$ cat src/rtl/ahb_posted_write_buffer.sv
// AHB-Lite bridge that posts upstream writes into a small FIFO and drains them downstream;
// reads wait for the FIFO and master to go idle so program order is preserved.
module ahb_posted_write_buffer #(
    parameter int unsigned W_ADDR = 32,
    parameter int unsigned W_DATA = 32,
    parameter int unsigned DEPTH  = 4
) (
    input  logic                   clk,
    input  logic                   rst_n,
    output logic                   ahbls_hready_resp,
    input  logic                   ahbls_hready,
    output logic                   ahbls_hresp,
    input  logic [W_ADDR-1:0]      ahbls_haddr,
    input  logic                   ahbls_hwrite,
    input  logic [1:0]             ahbls_htrans,
    input  logic [2:0]             ahbls_hsize,
    input  logic [W_DATA-1:0]      ahbls_hwdata,
    output logic [W_DATA-1:0]      ahbls_hrdata,
    output logic [W_ADDR-1:0]      ahbm_haddr,
    output logic                   ahbm_hwrite,
    output logic [1:0]             ahbm_htrans,
    output logic [2:0]             ahbm_hsize,
    output logic [W_DATA-1:0]      ahbm_hwdata,
    input  logic [W_DATA-1:0]      ahbm_hrdata,
    input  logic                   ahbm_hready,
    input  logic                   ahbm_hresp,
    output logic [$clog2(DEPTH):0] fifo_level,
    output logic                   bus_err
);

    localparam int unsigned W_PTR = $clog2(DEPTH);
    localparam int unsigned W_CNT = W_PTR + 1;
    localparam logic [1:0]  HTRANS_IDLE   = 2'b00;
    localparam logic [1:0]  HTRANS_NONSEQ = 2'b10;

    typedef enum logic [2:0] {M_IDLE, M_WA, M_WD, M_RA, M_RD} mstate_t;

    mstate_t state, state_next;

    logic              pend_valid, pend_write, rd_done;
    logic [W_ADDR-1:0] pend_addr;
    logic [2:0]        pend_size;

    logic [W_ADDR-1:0] mem_addr [DEPTH];
    logic [2:0]        mem_size [DEPTH];
    logic [W_DATA-1:0] mem_data [DEPTH];
    logic [W_PTR-1:0]  wr_ptr, rd_ptr;
    logic [W_CNT-1:0]  count, count_next;

    logic addr_accept, data_done, full, push, pop, rd_wait;
    logic unused_htrans0;

    assign unused_htrans0 = ahbls_htrans[0];

    // SEQ folds into NONSEQ: only htrans[1] marks a real transfer
    assign addr_accept = ahbls_htrans[1] && ahbls_hready;
    assign full        = (count == W_CNT'(DEPTH));
    assign push        = pend_valid && pend_write && !full;
    assign pop         = (state == M_WD) && ahbm_hready;
    assign rd_wait     = pend_valid && !pend_write && !rd_done;
    assign data_done   = pend_valid && ahbls_hready_resp;

    assign ahbls_hresp = 1'b0;
    assign fifo_level  = count;

    // Upstream data-phase ready, decoded from registered state only
    always_comb begin
        ahbls_hready_resp = 1'b1;
        if (pend_valid) begin
            ahbls_hready_resp = pend_write ? !full : rd_done;
        end
    end

    always_comb begin
        count_next = count;
        case ({push, pop})
            2'b10:   count_next = count + W_CNT'(1);
            2'b01:   count_next = count - W_CNT'(1);
            default: count_next = count;
        endcase
    end

    // Master FSM next-state and downstream bus decode
    always_comb begin
        state_next  = state;
        ahbm_htrans = HTRANS_IDLE;
        ahbm_haddr  = '0;
        ahbm_hwrite = 1'b0;
        ahbm_hsize  = '0;
        ahbm_hwdata = '0;
        case (state)
            M_IDLE: begin
                if (rd_wait && (count == '0)) begin
                    state_next = M_RA;
                end else if (count != '0) begin
                    state_next = M_WA;
                end
            end
            M_WA: begin
                ahbm_htrans = HTRANS_NONSEQ;
                ahbm_hwrite = 1'b1;
                ahbm_haddr  = mem_addr[rd_ptr];
                ahbm_hsize  = mem_size[rd_ptr];
                if (ahbm_hready) state_next = M_WD;
            end
            M_WD: begin
                ahbm_hwdata = mem_data[rd_ptr];
                if (ahbm_hready) begin
                    state_next = ((count > W_CNT'(1) || push) && !rd_wait) ? M_WA : M_IDLE;
                end
            end
            M_RA: begin
                ahbm_htrans = HTRANS_NONSEQ;
                ahbm_haddr  = pend_addr;
                ahbm_hsize  = pend_size;
                if (ahbm_hready) state_next = M_RD;
            end
            M_RD: begin
                if (ahbm_hready) state_next = M_IDLE;
            end
            default: state_next = M_IDLE;
        endcase
    end

    always_ff @(posedge clk or negedge rst_n) begin
        if (!rst_n) begin
            state        <= M_IDLE;
            pend_valid   <= 1'b0;
            pend_write   <= 1'b0;
            pend_addr    <= '0;
            pend_size    <= '0;
            rd_done      <= 1'b0;
            ahbls_hrdata <= '0;
            wr_ptr       <= '0;
            rd_ptr       <= '0;
            count        <= '0;
            bus_err      <= 1'b0;
        end else begin
            state <= state_next;
            if (addr_accept) begin
                pend_valid <= 1'b1;
                pend_write <= ahbls_hwrite;
                pend_addr  <= ahbls_haddr;
                pend_size  <= ahbls_hsize;
            end else if (data_done) begin
                pend_valid <= 1'b0;
            end
            if ((state == M_RD) && ahbm_hready) begin
                ahbls_hrdata <= ahbm_hrdata;
                rd_done      <= 1'b1;
            end else if (data_done) begin
                rd_done <= 1'b0;
            end
            if (push) wr_ptr <= wr_ptr + W_PTR'(1);
            if (pop)  rd_ptr <= rd_ptr + W_PTR'(1);
            count <= count_next;
            if (((state == M_WD) || (state == M_RD)) && ahbm_hresp) bus_err <= 1'b1;
        end
    end

    // FIFO storage carries no reset; pointers and count define validity
    always_ff @(posedge clk) begin
        if (push) begin
            mem_addr[wr_ptr] <= pend_addr;
            mem_size[wr_ptr] <= pend_size;
            mem_data[wr_ptr] <= ahbls_hwdata;
        end
    end

endmodule

$ cat config.mk
export PLATFORM = sky130hd
export DESIGN_NAME = ahb_posted_write_buffer
export DESIGN_NICKNAME = d
export VERILOG_FILES = /design/src/rtl/ahb_posted_write_buffer.sv
export SDC_FILE = /design/constraint.sdc
export NUM_CORES = 1
export LEC_CHECK = 0
export CAP_MARGIN = 20
export CELL_PAD_IN_SITES_DETAIL_PLACEMENT = 1
export CELL_PAD_IN_SITES_GLOBAL_PLACEMENT = 1
export CORE_UTILIZATION = 39
export DETAILED_ROUTE_END_ITERATION = 7
export PLACE_DENSITY_LB_ADDON = 0.1
export SLEW_MARGIN = 20
export SYNTH_ARGS = -nofsm -noshare
export SYNTH_HDL_FRONTEND = slang
export SYNTH_SLANG_ARGS = --single-unit
$ cat constraint.sdc
create_clock -name clk -period 3.82 [get_ports clk]
set_clock_uncertainty 0.05 [all_clocks]
set_input_delay 0.764 -clock clk [delete_from_list [all_inputs] [get_ports clk]]
set_output_delay 0.764 -clock clk [all_outputs]
set_load 0.01 [all_outputs]
==> results.cfg <==
[status]
outcome = finished clean

[sta]
fin_crit_ns = 3.64
finalHoldViolations = 0
period_share = 0.952
fin_tns_setup_ns = 0
clock.fmax_mhz = 275
tightest_slew_ns = 0.746
slew_headroom = 0.503
rsz0062_at_grt = false
maxSlewViolCount = 0
setup_viol = 0

[synthesis]
synth.most_common_cell = edfxtp_1
ys_types = 36
synthFlopType = edfxtp_1
yosys-top-cells-area = edfxtp_1 59%, dfrtp_1 15%, mux4_2 11%
synth-seq-area-share = 0.744
synth_top_cell_by_area = edfxtp_1
synth_commonest_cells = 268 x edfxtp_1, 81 x dfrtp_1, 67 x mux4_2
synth_top_cell_area_share = 0.594
async_flop_share = 0.232
syn_area_sq_um = 13500
synthCells = 653
avgSynthCellArea_sq_um = 20.7
synth_enable_flop_cells = 268
synth-seq-cells = 349
yosys_warnings = 0

[clock_tree]
cts_root_buffer = clkbuf_16
post-cts-setup-buffer-count = 0
cts_buffer_depth = 3
cts_buffers = 39
postCtsResizedCells = 0
clkLatencyLatePin_ns = 0.51
hold_buffers = 0
path_clk_slew_ns = 0.06
cts.sinks = 349
cts_tree = done
htree_levels = 2

[worst_setup_path]
crit_path_start = rd_ptr[0]
startpoint_type = flip-flop
rrSetupSlack_ns = 1.15
timing.rr.start = fifo_level[1]
r2r_cells = 5
critPathRequiredTime_ns = 3.01
path_max_fanout = 23
crit_type = reg -> out
end_kind = primary output
cp.arrival_ns = 2.82
rr_endpoint = mem_data[0][1]

[die]
die_area_sq_um = 35500
io-pin-count = 215
start_util = 0.400
die_h_um = 188
fp.coreArea_sq_um = 33900
die_x_um = 188
rows = 67

[route]
wl_per_cell_um = 21.8
final_antenna_net_count = 0
drt_iter0_drc = 351
vias = 6996
totalWireLength_um = 29800
drcViolationCount = 0
drt-pass1-iter-count = 4
viasPerCell = 5.11

[finish]
seq_area_sq_um = 10100
multi_input_area_sq_um = 3220
fillers = 3115
drive_gt1_frac = 0.236
nNetsFinal = 1007
area_growth_pct = 29.3
final_util = 0.517

[power]
p_leak_nw = 6.12
p_per_area_nw_per_um2 = 725
ir_drop_mv = 0.342

[job]
cap_violations = 0

[placement]
io_buffers = 211
gp_congestion = 0.752
place_hpwl_um = 18100

[global_route]
gr-total-overflow = 0
antenna_found_initial = 0
grt_pass1_vias = 7836
grt_usage = 0.171
grt_max_degree = 53
grt_pass1_wl_um = 46100

[worst_hold_path]
hp-class = in -> async
[critical path, cell delays in order, from the launching register on]
cell             delay, ns
dfrtp_4               0.78
buf_4                 0.29
mux4_2                0.52
a22o_1                0.23
clkdlybuf4s50_1       0.50
[placed cells by master, fill, tap and decap left out, types with 2 or more instances in the layout]
master / Yosys / layout
dfrtp_1: 81 / 79
edfxtp_1: 268 / 268
buf_12: 2 / 9
xor2_1: 3 / 3
nand2_1: 6 / 5
clkinv_1: 0 / 8
mux2_1: 4 / 4
and3_1: 2 / 2
o21ai_0: 5 / 5
clkbuf_1: 10 / 12
a21oi_1: 2 / 2
mux4_2: 67 / 67
buf_4: 6 / 15
and2_1: 37 / 33
inv_1: 8 / 8
clkbuf_8: 0 / 3
conb_1: 1 / 2
xnor2_1: 4 / 4
dfrtp_4: 0 / 2
clkbuf_16: 0 / 42
clkdlybuf4s50_1: 0 / 210
mux2_2: 65 / 65
and2_4: 0 / 4
a22o_1: 35 / 35
clkinv_2: 0 / 2
ha_1: 8 / 8
nor2_1: 5 / 5
[registers in the layout (all words and copies together), names as in the netlist]
signal        cells
pend_addr        32
rd_ptr            2
mem_size         12
bus_err           1
wr_ptr            2
fifo_level        3
pend_write        1
mem_addr        128
rd_done           1
state             3
mem_data        128
pend_valid        1
pend_size         3
ahbls_hrdata     32
[worst max path at each step]
stage,end
6_report,ahbm_haddr[26]
2_1_floorplan,mem_addr[0][0]
5_1_grt,ahbm_haddr[26]
3_5_place_dp,ahbm_haddr[25]
3_3_place_gp,ahbm_haddr[24]
4_1_cts,ahbm_haddr[26]
[power by group]
part	internal [mW]	total, mW	leakage [nW]	switching [mW]
registers	4.75	5.24	3.42	0.493
clock network	2.13	3.52	0.592	1.40
logic	2.27	3.93	2.11	1.65
[final cells by class]
class                   count  area share
flip-flops and latches    349       0.576
multi-input cells         260       0.184
repair buffers            234       0.137
clock buffers              57      0.0649
well taps                 448      0.0320
clock inverters            13     0.00493
inverters                   8     0.00171
diodes                      1    0.000143
[through the flow]
step / cells / setup WS [ns] / cell area [sq um] / hold WS, ns / power, mW
after global placement: 1299 / 0.644 / 16300 / 0.412 / 9.23
after detailed placement: 1299 / 0.658 / 16300 / 0.414 / 9.32
final: 1370 / 0.183 / 17500 / 0.263 / 12.7
after global routing: 1369 / 0.0207 / 17500 / 0.322 / 13.3
after CTS: 1369 / 0.0930 / 17500 / 0.296 / 12.9
after floorplan: 654 / 0.632 / 13600 / 0.418 / 7.39
[metal layers]
metal	global-route usage	routed length (um)	part of all wire
met1	0.224	12600	0.42
met2	0.300	15400	0.52
met3	0.0272	1380	0.046
met4	0.0382	433	0.015
met5	0	0	0
[cells by family after synthesis]
group           after synthesis  share of synthesized area
compound gates               47                     0.0283
buf+inv                      45                     0.0201
other cells                   1                   0.000277
fa+ha+maj                     8                    0.00739
flops                       349                      0.744
simple gates                 59                     0.0263
mux                         137                      0.169
xor+xnor                      7                    0.00452
Note: power is estimated with default switching activity, not from simulation.
